`src/rtl/ucie_ctl_pkg.sv`:
```
// Shared link-state and state-request encodings for the UCIe controller RX/TX sides.
package ucie_ctl_pkg;

  typedef enum logic [1:0] {
    REQ_NOP     = 2'b00,
    REQ_ACTIVE  = 2'b01,
    REQ_RETRAIN = 2'b10,
    REQ_RESET   = 2'b11
  } state_req_e;

  typedef enum logic [1:0] {
    ST_RESET     = 2'b00,
    ST_ACTIVE    = 2'b01,
    ST_RETRAIN   = 2'b10,
    ST_LINKERROR = 2'b11
  } link_state_e;

endpackage

```
`src/rtl/ucie_ctl_rx_fifo_mem.sv`:
```
// RX FIFO storage: DEPTH x NBYTES, one synchronous write port, one asynchronous read port.
module ucie_ctl_rx_fifo_mem #(
  parameter int NBYTES = 32,
  parameter int DEPTH  = 8
) (
  input  logic                     clk,
  input  logic                     we,
  input  logic [$clog2(DEPTH)-1:0] waddr,
  input  logic [NBYTES-1:0]        wdata,
  input  logic [$clog2(DEPTH)-1:0] raddr,
  output logic [NBYTES-1:0]        rdata
);

  logic [NBYTES-1:0] mem [DEPTH];

  always_ff @(posedge clk) begin
    if (we) mem[waddr] <= wdata;
  end

  assign rdata = mem[raddr];

endmodule

```
`src/rtl/ucie_ctl_rx_fifo_ctrl.sv`:
```
// RX FIFO controller: link-state FSM gating an RDI->FDI first-word-fall-through FIFO with credits.
module ucie_ctl_rx_fifo_ctrl
  import ucie_ctl_pkg::*;
#(
  parameter int NBYTES    = 32,
  parameter int DEPTH     = 8,
  parameter int AF_THRESH = DEPTH - 2
) (
  input  logic                     i_clk,
  input  logic                     i_rst,
  input  logic [1:0]               i_state_request,
  input  logic [NBYTES-1:0]        i_rdi_pl_data,
  input  logic                     i_rdi_pl_valid,
  input  logic                     i_fdi_ready,
  output logic [NBYTES-1:0]        o_fdi_data,
  output logic                     o_fdi_data_valid,
  output logic                     o_overflow_detected,
  output logic                     o_credit_return,
  output logic [$clog2(DEPTH):0]   o_credit_avail,
  output logic                     o_almost_full,
  output logic [1:0]               o_state
);

  localparam int AW = $clog2(DEPTH);
  localparam int PW = AW + 1;

  link_state_e   state;
  logic [PW-1:0] wr_ptr, rd_ptr, count;
  logic          full, push_req, push, pop, ovf;

  assign count    = wr_ptr - rd_ptr;
  assign full     = (wr_ptr[AW] != rd_ptr[AW]) && (wr_ptr[AW-1:0] == rd_ptr[AW-1:0]);
  assign push_req = (state == ST_ACTIVE) && i_rdi_pl_valid;
  assign pop      = o_fdi_data_valid && i_fdi_ready;
  assign push     = push_req && (!full || pop);
  assign ovf      = push_req && full && !pop;

  assign o_fdi_data_valid = (count != '0) && (state == ST_ACTIVE);
  assign o_credit_avail   = PW'(DEPTH) - count;
  assign o_almost_full    = count >= PW'(AF_THRESH);
  assign o_state          = state;

  ucie_ctl_rx_fifo_mem #(
    .NBYTES(NBYTES),
    .DEPTH (DEPTH)
  ) u_mem (
    .clk  (i_clk),
    .we   (push),
    .waddr(wr_ptr[AW-1:0]),
    .wdata(i_rdi_pl_data),
    .raddr(rd_ptr[AW-1:0]),
    .rdata(o_fdi_data)
  );

  // Pointer updates come first so the flush assignments in the FSM case win on the transition edge.
  always_ff @(posedge i_clk or posedge i_rst) begin
    if (i_rst) begin
      state               <= ST_RESET;
      wr_ptr              <= '0;
      rd_ptr              <= '0;
      o_overflow_detected <= 1'b0;
      o_credit_return     <= 1'b0;
    end else begin
      o_credit_return <= pop;
      if (push) wr_ptr <= wr_ptr + PW'(1);
      if (pop)  rd_ptr <= rd_ptr + PW'(1);
      unique case (state)
        ST_RESET: begin
          if (i_state_request == REQ_ACTIVE) state <= ST_ACTIVE;
        end
        ST_ACTIVE: begin
          if (ovf) begin
            state               <= ST_LINKERROR;
            wr_ptr              <= '0;
            rd_ptr              <= '0;
            o_overflow_detected <= 1'b1;
          end else if (i_state_request == REQ_RETRAIN) begin
            state <= ST_RETRAIN;
          end else if (i_state_request == REQ_RESET) begin
            state               <= ST_RESET;
            wr_ptr              <= '0;
            rd_ptr              <= '0;
            o_overflow_detected <= 1'b0;
          end
        end
        ST_RETRAIN: begin
          if (i_state_request == REQ_ACTIVE) begin
            state <= ST_ACTIVE;
          end else if (i_state_request == REQ_RESET) begin
            state               <= ST_RESET;
            wr_ptr              <= '0;
            rd_ptr              <= '0;
            o_overflow_detected <= 1'b0;
          end
        end
        ST_LINKERROR: begin
          if (i_state_request == REQ_RESET) begin
            state               <= ST_RESET;
            wr_ptr              <= '0;
            rd_ptr              <= '0;
            o_overflow_detected <= 1'b0;
          end
        end
        default: state <= ST_RESET;
      endcase
    end
  end

endmodule

```
`config.mk`:
```
export PLATFORM = sky130hd
export DESIGN_NAME = ucie_ctl_rx_fifo_ctrl
export DESIGN_NICKNAME = d
export VERILOG_FILES = /design/src/rtl/ucie_ctl_pkg.sv /design/src/rtl/ucie_ctl_rx_fifo_mem.sv /design/src/rtl/ucie_ctl_rx_fifo_ctrl.sv
export SDC_FILE = /design/constraint.sdc
export NUM_CORES = 1
export LEC_CHECK = 0
export CAP_MARGIN = 25
export CORE_MARGIN = 3
export CORE_UTILIZATION = 25
export DETAILED_ROUTE_END_ITERATION = 7
export SLEW_MARGIN = 20
export SYNTH_ARGS = -nofsm -noshare
export SYNTH_HDL_FRONTEND = slang
export SYNTH_HIERARCHICAL = 1
export SYNTH_SLANG_ARGS = --single-unit
export TNS_END_PERCENT = 30
```
`constraint.sdc`:
```
create_clock -name i_clk -period 8.1 [get_ports i_clk]
set_input_delay 1.215 -clock i_clk [delete_from_list [all_inputs] [get_ports i_clk]]
set_output_delay 1.215 -clock i_clk [all_outputs]
set_load 0.03 [all_outputs]
```
==> results.yml <==
placed_design:
  place.detailed.hpwl_mm: 12.4
  placement.cell_area_um2: 12200
  finalWeightedCongestion: 0.705
  portBuffers: 79
  pre_cts_slack_ns: 3.73
  dpl.cell_count: 1094
floorplanning:
  die_outline_area_um2: 45300
  ios: 80
  floorplan.die.height_um: 213
  initial_utilization: 0.254
  floorplan.rows: 75
  die-width_um: 213
  placeableCoreArea_um2: 42100
worst_hold_path:
  worstHoldPathCells: 2
  holdPathEnd: "o_overflow_detected"
  hold_path_class: "reg -> reg"
  timing.hold.worst.start: "o_overflow_detected"
sta:
  fin_tns_setup_ns: 0
  layout_setup_ws_ns: 3.23
  timing.hold.ws_ns: 0.480
  tightestPinTransition_ns: 0.949
  finalWorstPathRequiredPeriod_ns: 4.87
  setup_violations: 0
  rsz_0062_raised_after_global_routing: "false"
  final.setup_skew_ns: 0.0172
  worst_slew_margin: 0.367
  fin_crit_sh: 0.601
  maxClockFrequency_mhz: 205
  timing_hold_violations_final: 0
  drv_slew: 0
routing:
  drt.antenna.violating_nets: 0
  wl_met2_mm: 10.8
  highest-signal-layer: "met5"
  drc: 0
  wl_met3_um: 978
  route.detailed.wl_per_inst_um: 18.9
  dr_vias_cell: 4.28
  drt_first_iter_violations: 265
  routed_wirelength_mm: 21.6
  vias: 4888
  drt_pre_antenna_iters: 4
  wl_met1_mm: 9.52
synthesis:
  netlist_cell_types: 39
  yosysTopAreaCellShare: 0.718
  ys_seq_elements: 268
  ys_seq_area_frac: 0.746
  area_leader_netlist: "edfxtp_1"
  syn-cell-area_um2: 10700
  average_size_of_a_mapped_cell_um2: 22.2
  most_common_library_cells_after_synthesis: "256 x edfxtp_1, 40 x mux4_1, 32 x mux2_2"
  synth-edff-count: 256
  synth_flop_cell: "edfxtp_1"
  most_frequent_cell_after_synthesis: "edfxtp_1"
  syn_inst: 483
  synth.net_count: 529
  postSynth.asyncResetShare: 0.0448
  yosys-top-cells-area: "edfxtp_1 72%, mux4_1 9.8%, mux4_2 5.1%"
  yosys_warnings: 6
layout:
  post-route-cell-area_um2: 13000
  area.growth.synth_to_final_pct: 21.9
  drive_above_1_share: 0.201
  antenna-diode-count: 0
  final-instance-count-excl-fill: 1141
  fin_util: 0.310
  finish.net_count: 629
critical_path:
  crit_fanout: 68
  worstReg2RegStart: "rd_ptr[0]"
  worst-endpoint-arrival_ns: 3.65
  critPathKind: "reg -> out"
  r2r_end: "u_mem/mem[2][14]"
  end_kind: "output port"
  critical_path.startpoint_type: "flip-flop"
  reg2reg_depth: 10
  cp_data_required_time_ns: 6.88
  r2r_setup_slack_ns: 3.85
global_route:
  grt.overflow.total: 0
  global_router_s_overall_resource_usage: 0.0957
  grt_first_pass_wirelength_mm: 32.4
  antenna_found_initial: 2
  first_global_vias: 5170
  pin_count_of_the_biggest_net_entering_global_routing: 69
cts:
  insertion_delay_ns: 0.53
  cts_post_setup_buffers_inserted: 0
  max_root_sink_buffers: 3
  clock-sinks: 268
  post_cts_hold_buffer_count: 0
  clk_pin_slew_worst_paths_ns: 0.06
  root_buffer: "clkbuf_16"
  tritoncts_clock_tree: "yes"
  count_of_cells_resized_by_post_cts_repair: 0
  cts_buffers: 26
  htree_num_levels: 1
pwr:
  peakVddDrop_uv: 206
  cellLeakagePower_nw: 4.12
  total_power_per_unit_cell_area_nw_per_um2: 344
  total_power_mw: 4.49
run:
  maxCapViolCount: 0
run_status:
  run_status: "finished clean"
## worst max path at each step
stage / startpoint / endpoint / depth (start not counted) / slack, ns
2_1_floorplan: wr_ptr[0] / u_mem/mem[0][0] / 10 / 3.11
3_3_place_gp: rd_ptr[2] / o_fdi_data_valid / 7 / 3.76
3_5_place_dp: rd_ptr[2] / o_fdi_data_valid / 7 / 3.73
4_1_cts: rd_ptr[2] / o_fdi_data_valid / 7 / 3.15
5_1_grt: rd_ptr[2] / o_fdi_data_valid / 7 / 2.93
6_report: rd_ptr[2] / o_fdi_data_valid / 7 / 3.23
## report_power, final
part	leakage, nW	internal, mW	total (mW)	switching, mW
Combinational	1.26	0.746	1.56	0.818
Sequential	2.46	1.60	1.73	0.129
Clock	0.411	0.707	1.19	0.487
Total	4.12	3.05	4.49	1.43
## kinds of logic after synthesis
family / share of synthesized area
XOR/XNOR: 0.00561
flip-flops: 0.746
AND/OR/NAND/NOR: 0.0254
buffers and inverters: 0.0166
multiplexers: 0.183
AO/OA/AOI/OAI: 0.0126
adder cells (fa/ha/maj): 0.0101
## worst max-delay path, stage by stage, from the launching register on
cell and delay, ns:
dfrtp_4 1.04, inv_1 0.11, ha_1 0.41, a21oi_1 0.29, nand2_1 0.11, xnor2_1 0.17
a311oi_1 0.28, clkdlybuf4s50_1 0.71
## metal layers
layer	vias to the layer above	global-route usage
met2	65	0.162
met3	28	0.0209
li1	2236	-
met1	2555	0.124
met4	4	0.0280
met5	-	0
## cells in the final DEF, fill, tap and decap left out, types with 3 or more instances in the layout
master,synthesis,final
buf_4,0,12
dfrtp_1,12,9
a21oi_1,7,7
edfxtp_1,256,256
nand3b_1,3,3
nand2_1,13,13
nand3_1,8,8
inv_1,12,12
clkbuf_16,0,27
nand2b_1,3,3
mux4_2,24,24
bufinv_16,0,3
clkbuf_1,1,5
ha_1,7,7
nor3_1,5,3
xor2_1,3,3
mux2_2,32,32
nor2_1,11,5
mux4_1,40,40
nor2_4,0,6
clkinv_1,0,5
clkdlybuf4s50_1,0,79
o21ai_0,5,5
## sequential cells by signal, indices dropped and copies added, names as in the netlist
| register | flops |
|---|---|
| o_credit_return | 1 |
| o_overflow_detected | 1 |
| o_state | 2 |
| rd_ptr | 4 |
| u_mem/mem | 256 |
| wr_ptr | 4 |
## final cells by class
| type | count | area (µm²) |
|---|---|---|
| clock buffer | 32 | 694 |
| clock inverter | 15 | 163 |
| fill | 4000 | 29100 |
| inverter | 12 | 45.0 |
| multi-input combinational | 184 | 2590 |
| sequential | 268 | 8000 |
| tap | 539 | 674 |
| timing repair buffer | 91 | 881 |
No activity file was read; power rests on OpenSTA's default activity.
